## config.mk

```make
export PLATFORM = sky130hd
export DESIGN_NAME = led_pwm
export DESIGN_NICKNAME = d
export VERILOG_FILES = /design/src/rtl/led_pwm_pkg.sv /design/src/rtl/led_pwm_timebase.sv /design/src/rtl/led_pwm.sv
export SDC_FILE = /design/constraint.sdc
export NUM_CORES = 1
export LEC_CHECK = 0
export ABC_CLOCK_PERIOD_IN_PS = 3300
export CELL_PAD_IN_SITES_DETAIL_PLACEMENT = 0
export CELL_PAD_IN_SITES_GLOBAL_PLACEMENT = 1
export CORE_AREA = 4 4 158 160
export DETAILED_ROUTE_END_ITERATION = 6
export DIE_AREA = 0 0 162 164
export PLACE_DENSITY = 0.56
export SYNTH_ARGS = -nofsm -noshare
export SYNTH_HDL_FRONTEND = slang
export SYNTH_HIERARCHICAL = 1
export SYNTH_SLANG_ARGS = --single-unit
```

## constraint.sdc

```tcl
create_clock -name clk -period 3.3 [get_ports clk]
set_input_delay 0.66 -clock clk [delete_from_list [all_inputs] [get_ports clk]]
set_output_delay 0.66 -clock clk [all_outputs]
set_load 0.005 [all_outputs]
```

## src/rtl/led_pwm_pkg.sv

```systemverilog
// Shared constants for the LED PWM peripheral: register map, period, CTRL fields.
// No logic, so no latency.
// No flow control; only a byte-merge helper for masked bus writes.
package led_pwm_pkg;

    // Word offsets, decoded from address bits [3:2]
    localparam logic [1:0] REG_CTRL    = 2'd0;
    localparam logic [1:0] REG_DUTY_LO = 2'd1;
    localparam logic [1:0] REG_DUTY_HI = 2'd2;
    localparam logic [1:0] REG_STATUS  = 2'd3;

    localparam int         PWM_PERIOD  = 255;
    localparam logic [7:0] PWM_CNT_MAX = 8'(PWM_PERIOD - 1);

    localparam int CTRL_EN_BIT       = 0;
    localparam int CTRL_PRESCALE_LSB = 16;
    localparam int CTRL_PRESCALE_MSB = 31;
    localparam int STATUS_WRAP_BIT   = 8;

    function automatic logic [31:0] merge_bytes(input logic [31:0] cur,
                                                 input logic [31:0] wdat,
                                                 input logic [3:0]  mask);
        logic [31:0] res;
        res = cur;
        for (int b = 0; b < 4; b++) begin
            if (mask[b]) res[8*b +: 8] = wdat[8*b +: 8];
        end
        return res;
    endfunction

endpackage

```

## src/rtl/led_pwm_timebase.sv

```systemverilog
// Prescaler plus 0..254 period counter feeding the LED comparators.
// tick/wrap are combinational from the counter state; counters move 1 edge later.
// No backpressure; enable low holds both counters at zero.
module led_pwm_timebase
    import led_pwm_pkg::*;
#(
    parameter int PRESCALE_W = 16
) (
    input  logic                  clk,
    input  logic                  reset,
    input  logic                  enable,
    input  logic [PRESCALE_W-1:0] prescale,
    output logic [7:0]            pwm_cnt,
    output logic                  tick,
    output logic                  wrap
);

    logic [PRESCALE_W-1:0] presc_cnt;

    // Equality compare: a prescale written below presc_cnt lets the counter
    // run through all-ones and wrap naturally before the next tick.
    assign tick = enable && (presc_cnt == prescale);
    assign wrap = tick && (pwm_cnt == PWM_CNT_MAX);

    always_ff @(posedge clk or negedge reset) begin
        if (!reset) begin
            presc_cnt <= '0;
            pwm_cnt   <= '0;
        end else if (!enable) begin
            presc_cnt <= '0;
            pwm_cnt   <= '0;
        end else begin
            if (tick) begin
                presc_cnt <= '0;
            end else begin
                presc_cnt <= presc_cnt + PRESCALE_W'(1);
            end
            if (wrap) begin
                pwm_cnt <= '0;
            end else if (tick) begin
                pwm_cnt <= pwm_cnt + 8'd1;
            end
        end
    end

endmodule

```

## src/rtl/led_pwm.sv

```systemverilog
// 8-channel memory-mapped LED PWM; LED_PWM_SHADOW_EN adds period-aligned duty shadowing.
// Bus is zero-wait (ready = sel, reads combinational); leds_out is 1 register after the compare.
// No backpressure: every selected access completes in the cycle it is presented.
module led_pwm
    import led_pwm_pkg::*;
#(
    parameter int PRESCALE_W = 16
) (
    input  logic        clk,
    input  logic        reset,
    input  logic [31:0] address_in,
    input  logic        sel_in,
    input  logic        read_in,
    output logic [31:0] read_value_out,
    input  logic [3:0]  write_mask_in,
    input  logic [31:0] write_value_in,
    output logic        ready_out,
    output logic [7:0]  leds_out
);

    logic        ctrl_en;
    logic [15:0] ctrl_presc;
    logic [31:0] duty_lo_wr;
    logic [31:0] duty_hi_wr;
    logic [31:0] duty_lo_act;
    logic [31:0] duty_hi_act;
    logic        wrap_seen;

    logic [7:0]  pwm_cnt;
    logic        tick;
    logic        wrap;
    logic [7:0]  leds_next;

    logic [1:0]  reg_sel;
    logic        bus_wr;
    logic        unused_ok;

    assign reg_sel   = address_in[3:2];
    assign bus_wr    = sel_in && (write_mask_in != 4'b0000);
    assign ready_out = sel_in;
    assign unused_ok = ^{address_in[31:4], address_in[1:0], tick};

    led_pwm_timebase #(
        .PRESCALE_W (PRESCALE_W)
    ) u_timebase (
        .clk      (clk),
        .reset    (reset),
        .enable   (ctrl_en),
        .prescale (PRESCALE_W'(ctrl_presc)),
        .pwm_cnt  (pwm_cnt),
        .tick     (tick),
        .wrap     (wrap)
    );

    always_ff @(posedge clk or negedge reset) begin
        if (!reset) begin
            ctrl_en    <= 1'b0;
            ctrl_presc <= '0;
            duty_lo_wr <= '0;
            duty_hi_wr <= '0;
        end else if (bus_wr) begin
            case (reg_sel)
                REG_CTRL: begin
                    if (write_mask_in[0]) ctrl_en          <= write_value_in[CTRL_EN_BIT];
                    if (write_mask_in[2]) ctrl_presc[7:0]  <= write_value_in[23:16];
                    if (write_mask_in[3]) ctrl_presc[15:8] <= write_value_in[31:24];
                end
                REG_DUTY_LO: duty_lo_wr <= merge_bytes(duty_lo_wr, write_value_in, write_mask_in);
                REG_DUTY_HI: duty_hi_wr <= merge_bytes(duty_hi_wr, write_value_in, write_mask_in);
                default: ;
            endcase
        end
    end

    // A wrap in the same cycle as a clearing write leaves the flag set.
    always_ff @(posedge clk or negedge reset) begin
        if (!reset) begin
            wrap_seen <= 1'b0;
        end else if (wrap) begin
            wrap_seen <= 1'b1;
        end else if (bus_wr && (reg_sel == REG_STATUS)) begin
            wrap_seen <= 1'b0;
        end
    end

`ifdef LED_PWM_SHADOW_EN
    // Active duties only change at the period boundary, or freely while idle.
    always_ff @(posedge clk or negedge reset) begin
        if (!reset) begin
            duty_lo_act <= '0;
            duty_hi_act <= '0;
        end else if (!ctrl_en || wrap) begin
            duty_lo_act <= duty_lo_wr;
            duty_hi_act <= duty_hi_wr;
        end
    end
`else
    assign duty_lo_act = duty_lo_wr;
    assign duty_hi_act = duty_hi_wr;
`endif

    always_comb begin
        leds_next = '0;
        for (int n = 0; n < 4; n++) begin
            leds_next[n]     = ctrl_en && (pwm_cnt < duty_lo_act[8*n +: 8]);
            leds_next[n + 4] = ctrl_en && (pwm_cnt < duty_hi_act[8*n +: 8]);
        end
    end

    always_ff @(posedge clk or negedge reset) begin
        if (!reset) begin
            leds_out <= '0;
        end else begin
            leds_out <= leds_next;
        end
    end

    // Read data is OR-combined on the SoC bus, so it must be zero when unselected.
    always_comb begin
        read_value_out = '0;
        if (sel_in && read_in) begin
            case (reg_sel)
                REG_CTRL:    read_value_out = {ctrl_presc, 15'd0, ctrl_en};
                REG_DUTY_LO: read_value_out = duty_lo_wr;
                REG_DUTY_HI: read_value_out = duty_hi_wr;
                REG_STATUS:  read_value_out = {23'd0, wrap_seen, pwm_cnt};
                default:     read_value_out = '0;
            endcase
        end
    end

endmodule

```

==> flow_metrics.env, run 1 <==
export IMPL_outcome="completed"
export IMPL_required_ns=2.64
export IMPL_cts_tree="built"
export IMPL_grt_start_max_net_pins=63
export IMPL_cp_arrival_ns=2.29
export IMPL_most_common_layout_cells="dfrtp_1, mux2_2, clkdlybuf4s50_1"
export IMPL_cts_sinks=114
export IMPL_final_nets=856
export IMPL_path_class="input port to primary output"
export IMPL_fp_dieW_um=162
export IMPL_num_io_pins=113
export IMPL_clockBufferDepth=2
export IMPL_routedWlPerCell_um=19.4
export IMPL_postCtsHoldBufs=0
export IMPL_avgSynthCellArea_um2=11.2
export IMPL_slew_headroom_pct=43.1
export IMPL_drcViolationCount=0
export IMPL_setup_viol=0
export IMPL_hold_violations=0
export IMPL_hold_slack_ns=0.334
export IMPL_fin_crit_sh_pct=89.3
export IMPL_antenna_found_initial=0
export IMPL_ant_nets=0
export IMPL_first_global_vias=5579
export IMPL_finalCriticalPeriod_ns=2.95
export IMPL_grt_pass1_wl_um=32700
export IMPL_grt_overflow_total=0
export IMPL_hp_class="input port to asynchronous set/reset pin"
export IMPL_syn_nets=753
export IMPL_netlist_area_mm2=0.00694
export IMPL_ys_warn_count=6
export IMPL_gp_congestion=0.761
export IMPL_io_buffers=82
export IMPL_clock_latency_ns=0.42
export IMPL_skew_ns=0.0127
export IMPL_p_leak_nw=3.98
export IMPL_die_h_um=164
export IMPL_num_rows=56
export IMPL_tritoncts_num_buffers=17
export IMPL_cap_violations=0
export IMPL_irDropWorstVdd_mv=0.269
export IMPL_dp_final_hpwl_um=14500
export IMPL_tns_ns=0
export IMPL_cp_start_kind="input port"
export IMPL_powerDensity_mw_per_mm2=542
export IMPL_drt_iter0_drc=235
export IMPL_finalMaxSlewViolations=0
export IMPL_vias=5238
export IMPL_cts_setup_buffers=0
export IMPL_rr_startpoint="ctrl_presc[2]"
export IMPL_synth_cells=622
export IMPL_clock_root_buffer="clkbuf_16"
export IMPL_cts_max_level=4
export IMPL_end_kind="primary output"
export IMPL_routed_wl_um=20500
export IMPL_core_area_mm2=0.0234
export IMPL_fillers=2333
export IMPL_clk_pin_slew_ns=0.06
export IMPL_num_antenna_cells=0
export IMPL_clock_fmax_mhz=339
export IMPL_setup_worst_path_start="address_in[3]"
export IMPL_drive_gt1_share_pct=22.4
export IMPL_rsz0062_at_grt="false"
export IMPL_syn_to_final_growth_pct=27.4
export IMPL_cp_max_fo=13
export IMPL_final_common_cell="dfrtp_1"
export IMPL_initial_core_util_pct=29.7
export IMPL_track_usage_pct=16.0
export IMPL_vias_per_cell=4.96
export IMPL_die_area_mm2=0.0266
export IMPL_worst_pin_slew_ns=0.854
export IMPL_dr_pass1_iters=6
## metrics by stage
step	util (%)	std cells	cell area (um2)	total power [mW]	setup WS [ns]
3_3_place_gp	35.2	1025	8230	2.90	0.0677
6_report	37.8	1057	8850	4.80	0.354
2_1_floorplan	-	622	6940	2.50	1.20
3_5_place_dp	35.2	1025	8230	2.94	0.0249
4_1_cts	37.8	1057	8840	4.87	0.0194
5_1_grt	37.8	1057	8850	5.07	0.289
## report_power, final
part | switching [mW] | total (mW) | internal [mW]
logic | 0.465 | 1.03 | 0.564
clock network | 0.705 | 1.90 | 1.19
registers | 0.219 | 1.87 | 1.65
## area by class of cell
type | count | area, um2 | share of cell area (%)
multi-input combinational | 427 | 3740 | 42.3
inverter | 58 | 218 | 2.46
clock inverter | 15 | 184 | 2.08
clock buffer | 17 | 425 | 4.81
tap | 319 | 399 | 4.51
timing repair buffer | 107 | 1030 | 11.6
sequential | 114 | 2850 | 32.2
## timing repair
| item | CTS | global route |
|---|---|---|
| setup endpoints to repair | 0 | 10 |
| resized for setup | 0 | 1 |
| endpoints found under the hold margin | 0 | 0 |
## critical path: stages
cell and delay (ns):
buf_2 0.18, buf_4 0.32, mux2_2 0.37, a22oi_1 0.19, nor2_1 0.08, clkdlybuf4s50_1 0.47
## flip-flops by register name, indices dropped and copies added (netlist names)
signal,count
duty_hi_act,32
leds_out,8
duty_lo_act,32
u_timebase/presc_cnt,16
ctrl_presc,16
wrap_seen,1
u_timebase/pwm_cnt,8
ctrl_en,1
## worst paths after layout
kind,to,slack [ns],cells after the start
max,read_value_out[8],0.35,6
min,leds_out[1],0.33,1
max reg2reg,u_timebase/presc_cnt[13],1.06,6
min reg2reg,wrap_seen,0.50,1
max in group asynchronous,duty_hi_act[28],2.17,2
min in group clk,wrap_seen,0.50,1
## per-layer routing
metal	GRT usage [%]	part of all wire (%)
met4	5.04	1.6
met1	22.4	49
met2	25.1	46
met3	2.84	2.7
met5	0	0
No activity file was read; power rests on OpenSTA's default activity.
==> inputs of run 2 (changes only) <==
--- a/config.mk
+++ b/config.mk
@@ -11,7 +11,7 @@
 export CORE_AREA = 4 4 158 160
 export DETAILED_ROUTE_END_ITERATION = 6
 export DIE_AREA = 0 0 162 164
-export PLACE_DENSITY = 0.56
+export PLACE_DENSITY = 0.61
 export SYNTH_ARGS = -nofsm -noshare
 export SYNTH_HDL_FRONTEND = slang
 export SYNTH_HIERARCHICAL = 1
==> run 2 against run 1 <==
Net effect: clock skew increased by 0.00090 ns; count of clock-buffer cells in the layout unchanged; wire length decreased by 2.1%; sequential share of layout area decreased by 0.096 points; final cell count increased by 0.19%; critical path depth decreased by 1; highest routed layer unchanged.
==> flow_metrics.env, run 2 (same netlist as run 1, synthesis figures left out) <==
export IMPL_clockBufferDepth=2
export IMPL_final_util_pct=37.9
export IMPL_clk_pin_slew_ns=0.06
export IMPL_required_ns=2.64
export IMPL_clock_latency_ns=0.41
export IMPL_design_area_mm2=0.00887
export IMPL_num_antenna_cells=0
export IMPL_routedWlPerCell_um=18.9
export IMPL_clock_fmax_mhz=339
export IMPL_first_global_vias=5696
export IMPL_routed_wl_um=20000
export IMPL_vias=5259
export IMPL_grt_overflow_total=0
export IMPL_powerDensity_mw_per_mm2=551
export IMPL_track_usage_pct=15.6
export IMPL_irDropWorstVdd_mv=0.297
export IMPL_setup_viol=0
export IMPL_cap_violations=0
export IMPL_core_area_mm2=0.0234
export IMPL_tns_ns=0
export IMPL_met1_length_um=8940
export IMPL_slew_headroom_pct=38.3
export IMPL_die_h_um=164
export IMPL_reg_top3="duty_hi_act (32), duty_lo_act (32)"
export IMPL_setup_worst_path_end="read_value_out[31]"
export IMPL_cp_arrival_ns=2.29
export IMPL_rrSetupSlack_ns=1.02
export IMPL_grt_start_max_net_pins=69
export IMPL_cp_max_fo=21
export IMPL_outcome="completed"
export IMPL_syn_to_final_growth_pct=27.8
export IMPL_dp_final_hpwl_um=14300
export IMPL_initial_core_util_pct=29.7
export IMPL_num_rows=56
export IMPL_cp_start_kind="input port"
export IMPL_placed_area_mm2=0.00824
export IMPL_cts_sinks=114
export IMPL_antenna_found_initial=0
export IMPL_end_kind="primary output"
export IMPL_hp_class="input port to asynchronous set/reset pin"
export IMPL_drive_gt1_share_pct=22.6
export IMPL_dr_wl_met3_um=1120
export IMPL_top_layer="met4"
export IMPL_worst_r2r_path_depth=6
export IMPL_tritoncts_num_buffers=17
export IMPL_drcViolationCount=0
export IMPL_worst_pin_slew_ns=0.926
export IMPL_route_met2_wl_um=9890
export IMPL_cts_tree="built"
export IMPL_drt_iter0_drc=290
export IMPL_worstReg2RegEnd="u_timebase/presc_cnt[13]"
export IMPL_gp_congestion=0.803
export IMPL_dr_pass1_iters=5
export IMPL_clock_root_buffer="clkbuf_16"
export IMPL_fp_dieW_um=162
export IMPL_final_common_cell="dfrtp_1"
export IMPL_skew_ns=0.0136
export IMPL_finalCriticalPeriod_ns=2.95
export IMPL_rsz0062_at_grt="false"
export IMPL_vias_per_cell=4.97
export IMPL_grt_pass1_wl_um=32000
export IMPL_fillers=2313
export IMPL_fin_crit_sh_pct=89.3
export IMPL_path_class="input port to primary output"
export IMPL_p_leak_nw=4.00
export IMPL_cts_max_level=4
export IMPL_num_io_pins=113
export IMPL_ant_nets=0
export IMPL_hold_violations=0
export IMPL_finalPower_mw=4.89
export IMPL_rr_startpoint="u_timebase/presc_cnt[2]"
export IMPL_finalMaxSlewViolations=0
export IMPL_die_area_mm2=0.0266
export IMPL_io_buffers=82
export IMPL_most_common_layout_cells="dfrtp_1, mux2_2, clkdlybuf4s50_1"
export IMPL_final_nets=858
export IMPL_setup_worst_path_start="read_in"
run 2: changes by cell type in the layout (fill, tap and decap cells not counted):
cell / change
buf_12: -1
clkinvlp_4: -2
bufinv_16: +1
inv_6: +1
buf_4: +3
run 2: cell type report:
type                    count  area, um2  area share, %
clock inverters            15        208           2.34
flip-flops and latches    114       2850           32.2
inverters                  58        218           2.45
clock buffers              17        425           4.79
multi-input cells         427       3740           42.1
repair buffers            109       1030           11.6
well taps                 319        399           4.50
run 2: worst min-delay path by stage:
stage | to | slack, ns | depth (start not counted)
after global placement | wrap_seen | 0.47 | 1
after floorplan | ctrl_en | 0.36 | 0
after global routing | duty_hi_act[14] | 0.46 | 1
after detailed placement | wrap_seen | 0.47 | 1
final | duty_lo_act[11] | 0.39 | 1
after CTS | duty_lo_act[11] | 0.41 | 1
run 2: metal layers:
layer / vias to the layer above / global-route usage, %
met2: 128 / 26.7
met5: - / 0
li1: 2464 / -
met3: 6 / 3.99
met1: 2661 / 20.1
met4: 0 / 2.88
run 2: repair_timing:
| item | 4_1_cts | 5_1_grt |
|---|---|---|
| hold buffers | 0 | 0 |
| setup endpoints to repair | 0 | 14 |
| setup buffers | 0 | 0 |
| resized for setup | 0 | 1 |
run 2: critical path: stages:
cell,delay (ns)
clkdlybuf4s50_1,0.52
nand2_1,0.09
buf_4,0.23
nor2_1,0.22
clkdlybuf4s50_1,0.55
run 2: where the power goes:
group          internal (mW)  switching (mW)
clock                   1.27           0.713
sequential              1.65           0.223
combinational          0.564           0.464
total                   3.49            1.40
run 2: stage by stage:
step	setup WS, ns	hold slack [ns]	instances
2_1_floorplan	1.20	0.364	622
3_3_place_gp	0.0243	0.467	1027
3_5_place_dp	0.0473	0.475	1027
4_1_cts	0.0398	0.412	1059
5_1_grt	0.257	0.461	1059
6_report	0.354	0.394	1059
